--- src/rtl/rtc_bus_secuenciador.sv ---
// RTC multiplexed address/data bus sequencer: address phase, gap, data phase.
// Define RTCBUS_ERR_EN to add the sticky err_ocupado output.
module rtc_bus_secuenciador #(
  parameter int unsigned T_SU  = 2,
  parameter int unsigned T_PW  = 10,
  parameter int unsigned T_HD  = 2,
  parameter int unsigned T_GAP = 4
) (
  input  logic       clk,
  input  logic       reset,
  input  logic       start,
  input  logic       in_wr,
  input  logic [7:0] in_addr,
  input  logic [7:0] in_wdata,
  input  logic [7:0] dato_leido,
  output logic [7:0] out_dato_mux,
  output logic       flag_direccion,
  output logic       flag_dato,
  output logic       controlador_dato,
  output logic       cs_n,
  output logic       ad,
  output logic       wr_n,
  output logic       rd_n,
  output logic       busy,
  output logic       done,
  output logic [7:0] rd_data
`ifdef RTCBUS_ERR_EN
  ,
  output logic       err_ocupado
`endif
);

  localparam logic [7:0] SU8  = 8'(T_SU);
  localparam logic [7:0] PW8  = 8'(T_PW);
  localparam logic [7:0] HD8  = 8'(T_HD);
  localparam logic [7:0] GAP8 = 8'(T_GAP);

  typedef enum logic [3:0] {
    IDLE,
    A_SU,
    A_PW,
    A_HD,
    GAP,
    D_SU,
    D_PW,
    D_HD,
    DONE
  } state_t;

  state_t     state;
  state_t     nxt;
  logic [7:0] cnt;
  logic [7:0] cnt_nxt;
  logic       last;
  logic       accept;

  logic       wr_q;
  logic [7:0] addr_q;
  logic [7:0] wdata_q;

  logic       wr_l;
  logic [7:0] addr_l;
  logic [7:0] wdata_l;

  logic       in_a;
  logic       in_d;
  logic [7:0] mux_n;
  logic       cs_n_n;
  logic       ad_n;
  logic       wr_n_n;
  logic       rd_n_n;
  logic       cd_n;
  logic       busy_n;
  logic       done_n;

  assign last   = (cnt == 8'd1);
  assign accept = (state == IDLE) && start;

  // Request fields as seen by the next state, so the first
  // address-phase cycle already shows the freshly latched byte.
  assign wr_l    = accept ? in_wr    : wr_q;
  assign addr_l  = accept ? in_addr  : addr_q;
  assign wdata_l = accept ? in_wdata : wdata_q;

  always_comb begin
    nxt     = state;
    cnt_nxt = cnt - 8'd1;
    unique case (state)
      IDLE: begin
        cnt_nxt = 8'd0;
        if (start) begin
          nxt     = A_SU;
          cnt_nxt = SU8;
        end
      end
      A_SU: begin
        if (last) begin
          nxt     = A_PW;
          cnt_nxt = PW8;
        end
      end
      A_PW: begin
        if (last) begin
          nxt     = A_HD;
          cnt_nxt = HD8;
        end
      end
      A_HD: begin
        if (last) begin
          nxt     = GAP;
          cnt_nxt = GAP8;
        end
      end
      GAP: begin
        if (last) begin
          nxt     = D_SU;
          cnt_nxt = SU8;
        end
      end
      D_SU: begin
        if (last) begin
          nxt     = D_PW;
          cnt_nxt = PW8;
        end
      end
      D_PW: begin
        if (last) begin
          nxt     = D_HD;
          cnt_nxt = HD8;
        end
      end
      D_HD: begin
        if (last) begin
          nxt     = DONE;
          cnt_nxt = 8'd0;
        end
      end
      DONE: begin
        nxt     = IDLE;
        cnt_nxt = 8'd0;
      end
      default: begin
        nxt     = IDLE;
        cnt_nxt = 8'd0;
      end
    endcase
  end

  // Output decode of the upcoming state; registered below.
  always_comb begin
    in_a   = (nxt == A_SU) || (nxt == A_PW) || (nxt == A_HD);
    in_d   = (nxt == D_SU) || (nxt == D_PW) || (nxt == D_HD);
    cs_n_n = !(in_a || in_d);
    ad_n   = in_d;
    cd_n   = in_a || (in_d && wr_l);
    wr_n_n = !((nxt == A_PW) || ((nxt == D_PW) && wr_l));
    rd_n_n = !((nxt == D_PW) && !wr_l);
    busy_n = (nxt != IDLE);
    done_n = (nxt == DONE);
    mux_n  = 8'h00;
    unique case (1'b1)
      in_a:         mux_n = addr_l;
      in_d && wr_l: mux_n = wdata_l;
      default:      mux_n = 8'h00;
    endcase
  end

  always_ff @(posedge clk) begin
    if (reset) begin
      state            <= IDLE;
      cnt              <= 8'd0;
      wr_q             <= 1'b0;
      addr_q           <= 8'h00;
      wdata_q          <= 8'h00;
      out_dato_mux     <= 8'h00;
      flag_direccion   <= 1'b0;
      flag_dato        <= 1'b0;
      controlador_dato <= 1'b0;
      cs_n             <= 1'b1;
      ad               <= 1'b0;
      wr_n             <= 1'b1;
      rd_n             <= 1'b1;
      busy             <= 1'b0;
      done             <= 1'b0;
      rd_data          <= 8'h00;
    end else begin
      state            <= nxt;
      cnt              <= cnt_nxt;
      out_dato_mux     <= mux_n;
      flag_direccion   <= in_a;
      flag_dato        <= in_d;
      controlador_dato <= cd_n;
      cs_n             <= cs_n_n;
      ad               <= ad_n;
      wr_n             <= wr_n_n;
      rd_n             <= rd_n_n;
      busy             <= busy_n;
      done             <= done_n;
      if (accept) begin
        wr_q    <= in_wr;
        addr_q  <= in_addr;
        wdata_q <= in_wdata;
      end
      if ((state == D_PW) && last && !wr_q) begin
        rd_data <= dato_leido;
      end
    end
  end

`ifdef RTCBUS_ERR_EN
  always_ff @(posedge clk) begin
    if (reset) begin
      err_ocupado <= 1'b0;
    end else if (accept) begin
      err_ocupado <= 1'b0;
    end else if (start && busy) begin
      err_ocupado <= 1'b1;
    end
  end
`endif

endmodule

--- config.mk ---
export PLATFORM = sky130hd
export DESIGN_NAME = rtc_bus_secuenciador
export DESIGN_NICKNAME = d
export VERILOG_FILES = /design/src/rtl/rtc_bus_secuenciador.sv
export SDC_FILE = /design/constraint.sdc
export NUM_CORES = 1
export LEC_CHECK = 0
export CORE_MARGIN = 2
export CORE_UTILIZATION = 35
export CTS_BUF_LIST = sky130_fd_sc_hd__clkbuf_4 sky130_fd_sc_hd__clkbuf_8
export DETAILED_ROUTE_END_ITERATION = 16
export GPL_TIMING_DRIVEN = 1
export PLACE_DENSITY = 0.67
export SLEW_MARGIN = 15
export SYNTH_ARGS = -nofsm -noshare
export SYNTH_HDL_FRONTEND = slang
export SYNTH_SLANG_ARGS = --single-unit
--- constraint.sdc ---
create_clock -name clk -period 3.5 [get_ports clk]
set_input_delay 1.05 -clock clk [delete_from_list [all_inputs] [get_ports clk]]
set_output_delay 1.05 -clock clk [all_outputs]
set_load 0.02 [all_outputs]
**Word-level counts from Yosys, hierarchy flattened**

Cells that the tools add are included.

- Flip-flop bits (word level): 53
- Bits in latches: 0
- Bits in writable memories: 0
- Memory bits (read-only): 0
- Input bits: 28
- Output and inout port bits: 25
- Word-level logic and storage cells: 72
- Memories kept: 0

- Add/sub/neg operators: 1
- $mul: 0
- Divide/modulo/power cells: 0
- Order comparisons: 0
- Equality and inequality tests: 15
- Shift operators: 0
- Mux-type cells: 19
- Bitwise gates (word level): 0
- Reduce and logical (&&, ||, !) cells: 22

Operators with widths:

| operator | count |
|---|---|
| 8-bit two-way mux | 6 |
| 8-bit one-hot mux with 5 select lines | 1 |
| 4-bit two-way mux | 8 |
| 4-bit one-hot mux with 8 select lines | 1 |
| 4-bit by 3-bit == test with 1-bit output (second input constant) | 7 |
| 4-bit by 2-bit == test with 1-bit output (second input constant) | 4 |
| 8-bit one-hot mux with 2 select lines | 1 |
| 4-bit by 1-bit == test with 1-bit output (second input constant) | 2 |
| 8-bit by 1-bit == test with 1-bit output (second input constant) | 1 |
| 8-bit by 1-bit subtractor with 8-bit output (second input constant) | 1 |
| 1-bit logical OR | 7 |
| 1-bit logical AND | 6 |
| 1-bit zero test | 5 |
| 4-bit == test (second input constant) | 1 |
| 4-bit zero test | 1 |
| 4-bit nonzero test | 1 |
| 3-bit OR reduction | 1 |
| 2-bit two-way mux | 1 |
| 2-bit OR reduction | 1 |
| 1-bit two-way mux | 1 |

**Logic depth before layout (Yosys ltp)**

- Word-level depth: 8
- Depth in mapped cells: 7
- Depth with buffers taken out: 6

**Least setup slack after synthesis**

Ideal clock, no wire load.

- Path kind: input to register
- From: input port start
- To: register out_dato_mux[0]
- Library setup time: 93 ps
- Arrival time: 1,967 ps
- Required time: 3,407 ps
- Setup slack: 1,440 ps
- Cell stages on the path: 4
- Path buffers: 1
- Path through: clkbuf_1 -> nand2_1 -> mux2i_1 -> o32ai_1

- Cells in the longest elaborated chain, start to end: 7
- Elaborated cells between the ends (all ways): 18
- Classes of those cells: 6 x eq/ne; 6 x mux; 6 x reduce/logical

RTL lines:

| element | RTL line | text |
|---|---|---|
| start, declared | 11 | `input logic start,` |
| 4-bit two-way mux | 91 | `if (start) begin` |
| 4-bit one-hot mux with 8 select lines | 88 | `unique case (state)` |
| 4-bit by 3-bit == test with 1-bit output | 152 | `in_d = (nxt == D_SU) \|\| (nxt == D_PW) \|\| (nxt == D_HD);` |
| 1-bit logical OR (2 in series) | 152 |  |
| 1-bit logical AND | 163 | `in_d && wr_l: mux_n = wdata_l;` |
| 8-bit one-hot mux with 2 select lines * | 161 | `unique case (1'b1)` |
| end signal, assigned | 189 | `out_dato_mux <= mux_n;` |
| end, declared | 16 | `output logic [7:0] out_dato_mux,` |

Every way passes the cells marked *; elsewhere a longest branch is shown, timed or not.
A chain may end at the register's enable or synchronous reset.

**Final worst setup path**

Same ends and word-level chain as after synthesis.

==> impl_metrics.tcl <==
set metrics [dict create \
    root_buffer "clkbuf_8" \
    ys.flop_type "dfxtp_1" \
    crit_chain "clkdlybuf4s50_1 > nand2_1 > mux2i_1 > o32ai_1" \
    path_max_fanout 9 \
    tightestPinTransition_ns 0.6366 \
    rsz0062_at_grt "false" \
    cts.sinks 53 \
    postCtsSetupRepairBufs 0 \
    place_congestion 0.7722 \
    dp_worst_setup_slack_ns 0.7663 \
    boundaryPins 53 \
    synth_edf_count 0 \
    dieArea_sq_mm 0.006781 \
    status "finished, final reports clean" \
    criticalPathCategory "in2reg" \
    fmax_mhz 415.3 \
    drive_gt1_share_pct 6.792 \
    slew_violations 0 \
    grt_max_degree 43 \
    power.density_mw_per_mm2 446.2 \
    r2r_start "cnt[0]$_SDFF_PP0_" \
    finalSetupViolations 0 \
    final_common_cell "dfxtp_1" \
    worstSetupEndpointType "flop" \
    clk_pin_slew_ns 0.09 \
    synthDistinctLibCells 47 \
    dr.pass1.iters 4 \
    cp.required_ns 3.71 \
    syn-cell-area_sq_mm 0.002148 \
    cp-start-kind "input port" \
    max_slew_margin_pct 57.31 \
    routed-via-count 1664 \
    initial_utilization_pct 36.28 \
    cap_violations 0 \
    avgViaCountPerCell 4.894 \
    clk_latency_ns 0.30 \
    grt_pass1_vias 1667 \
    synthesis.nets 246 \
    htree_levels 2 \
    postPlaceCellArea_sq_mm 0.002735 \
    p_leak_nw 1.163 \
    area_growth_pct 32.15 \
    die_w_um 82.35 \
    drt-initial-drc-count 69 \
    mostFrequentLayoutCells "dfxtp_1 (53), clkdlybuf4s50_1 (52), nor2_1 (30)" \
    track_usage_pct 14.54 \
    cts_tree "built" \
    antenna_found_initial 0 \
    cpPeakStageDelay_ns 0.62 \
    hold_path_class "reg2reg" \
    synth-seq-cells 53 \
    final_cell_area_sq_mm 0.002839 \
    grt_pass1_wl_um 7610 \
    fillers 567 \
    dp_hpwl_um 3130 \
    setup_tns_ns 0 \
    overflow 0 \
    crit_start "start" \
    rows 28 \
    fin_crit_sh_pct 68.80 \
    wl_per_cell_um 13.43 \
    cp.buffers_inverters 1 \
    fp.dieH_um 82.35 \
    crit_slowest_cell "clkdlybuf4s50_1" \
    cts_buffer_depth 2 \
    layout_setup_ws_ns 1.092 \
    ant_nets 0 \
    synth_seq_area_share_pct 49.39 \
    syn_inst 216 \
    critical-path-top-delay-family "buffers and inverters" \
    fin_nets 295 \
    drcViolationCount 0 \
    cts_hold_buf 0 \
    hold_viol 0 \
    cts_made_buffers 5 \
    critPathArrivalTime_ns 2.62 \
    cts_resized 0 \
    io_buffers 52 \
    antenna_cells 0 \
    wl_um 4566 \
    synth.avg_cell_area_sq_um 9.946 \
    fin_crit_ns 2.408 \
    finClkSkew_ns 0.004867 \
    async_flop_share_pct 0 \
    hold_start "addr_q[6]$_SDFF_PP0_" \
    ir_drop_mv 0.1891 \
    coreArea_sq_mm 0.005921 \
    yosys_warnings 0 \
]
## metrics by stage
step           power, mW  instances  util (%)  hold WS (ns)
2_1_floorplan     0.8029        216         -        0.4371
3_3_place_gp      0.8815        333     46.20        0.4587
3_5_place_dp      0.8853        333     46.20        0.4731
4_1_cts            1.282        340     47.95        0.4940
5_1_grt            1.332        340     47.95        0.5296
6_report           1.267        340     47.95        0.4981
## cells by family (layout without fill, tap and decap cells)
| logic type | Yosys count | count (layout) | share of synthesized area (%) |
|---|---|---|---|
| compound gates | 43 | 43 | 16.02 |
| fa+ha+maj | 2 | 2 | 1.165 |
| xor+xnor | 6 | 6 | 2.447 |
| simple gates | 71 | 71 | 18.64 |
| buf+inv | 24 | 73 | 4.426 |
| mux | 17 | 17 | 7.921 |
| flops | 53 | 53 | 49.39 |
## layout make-up
| class | count | area (sq um) | share of cell area [%] |
|---|---|---|---|
| Clock buffer | 5 | 68.82 | 2.424 |
| Clock inverter | 2 | 35.03 | 1.234 |
| Inverter | 10 | 37.54 | 1.322 |
| Multi-Input combinational cell | 139 | 992.2 | 34.95 |
| Sequential cell | 53 | 1061 | 37.37 |
| Tap cell | 75 | 93.84 | 3.305 |
| Timing Repair Buffer | 56 | 550.5 | 19.39 |
## power breakdown
part | internal (mW) | switching [mW] | leakage, nW
Combinational | 0.110 | 0.103 | 0.676
Clock | 0.208 | 0.188 | 0.0540
Sequential | 0.636 | 0.0209 | 0.433
## synth_stat cells, types with 2 or more instances
library cell,n,share of area (%)
o32ai_1,8,3.3
o21ai_1,3,0.70
xor2_1,3,1.2
dfxtp_1,53,49
ha_1,2,1.2
a21o_1,3,1.0
and2_1,2,0.58
nand2b_1,4,1.2
xnor2_1,3,1.2
mux2i_1,17,7.9
nor3_1,3,0.70
nand2_1,4,0.70
a21boi_0,8,2.8
nor2_1,30,5.2
and3_1,8,2.3
nor3b_1,4,1.4
or4_1,2,0.70
clkbuf_1,11,1.9
o21bai_1,8,2.8
a21oi_1,4,0.93
inv_1,10,1.7
## worst register-to-register path, delay by kind of cell (launching register included)
| family | cells | cell delay (ns) |
|---|---|---|
| and+or+nand+nor | 2 | 0.82 |
| DFF | 1 | 0.42 |
| AOI/OAI and AO/OA | 1 | 0.34 |
| xor gates and xnor gates | 1 | 0.30 |
| adders and majority gates | 1 | 0.21 |
## final timing paths
| path | to | cells past startpoint | slack (ns) |
|---|---|---|---|
| hold / removal | addr_q[6]$_SDFF_PP0_ | 2 | 0.50 |
| setup reg to reg | ad$_SDFF_PP0_ | 5 | 1.33 |
| setup / recovery | out_dato_mux[0]$_SDFF_PP0_ | 4 | 1.09 |
| hold reg to reg | addr_q[6]$_SDFF_PP0_ | 2 | 0.50 |
## metal layers
metal  wire length (um)  GRT usage, %  vias to the layer above
li1                   -             -                      850
met1               2191         19.03                      759
met2               2034         23.47                       47
met3                284         3.587                        8
met4                 56         4.667                        0
met5                  0             0                        -
## state kept, by name, indices dropped and copies added (netlist names)
register          flops
ad                    1
addr_q                8
busy                  1
cnt                   8
controlador_dato      1
cs_n                  1
done                  1
flag_direccion        1
out_dato_mux          8
rd_data               8
rd_n                  1
state                 4
wdata_q               8
wr_n                  1
wr_q                  1
Note: power is estimated with default switching activity, not from simulation.
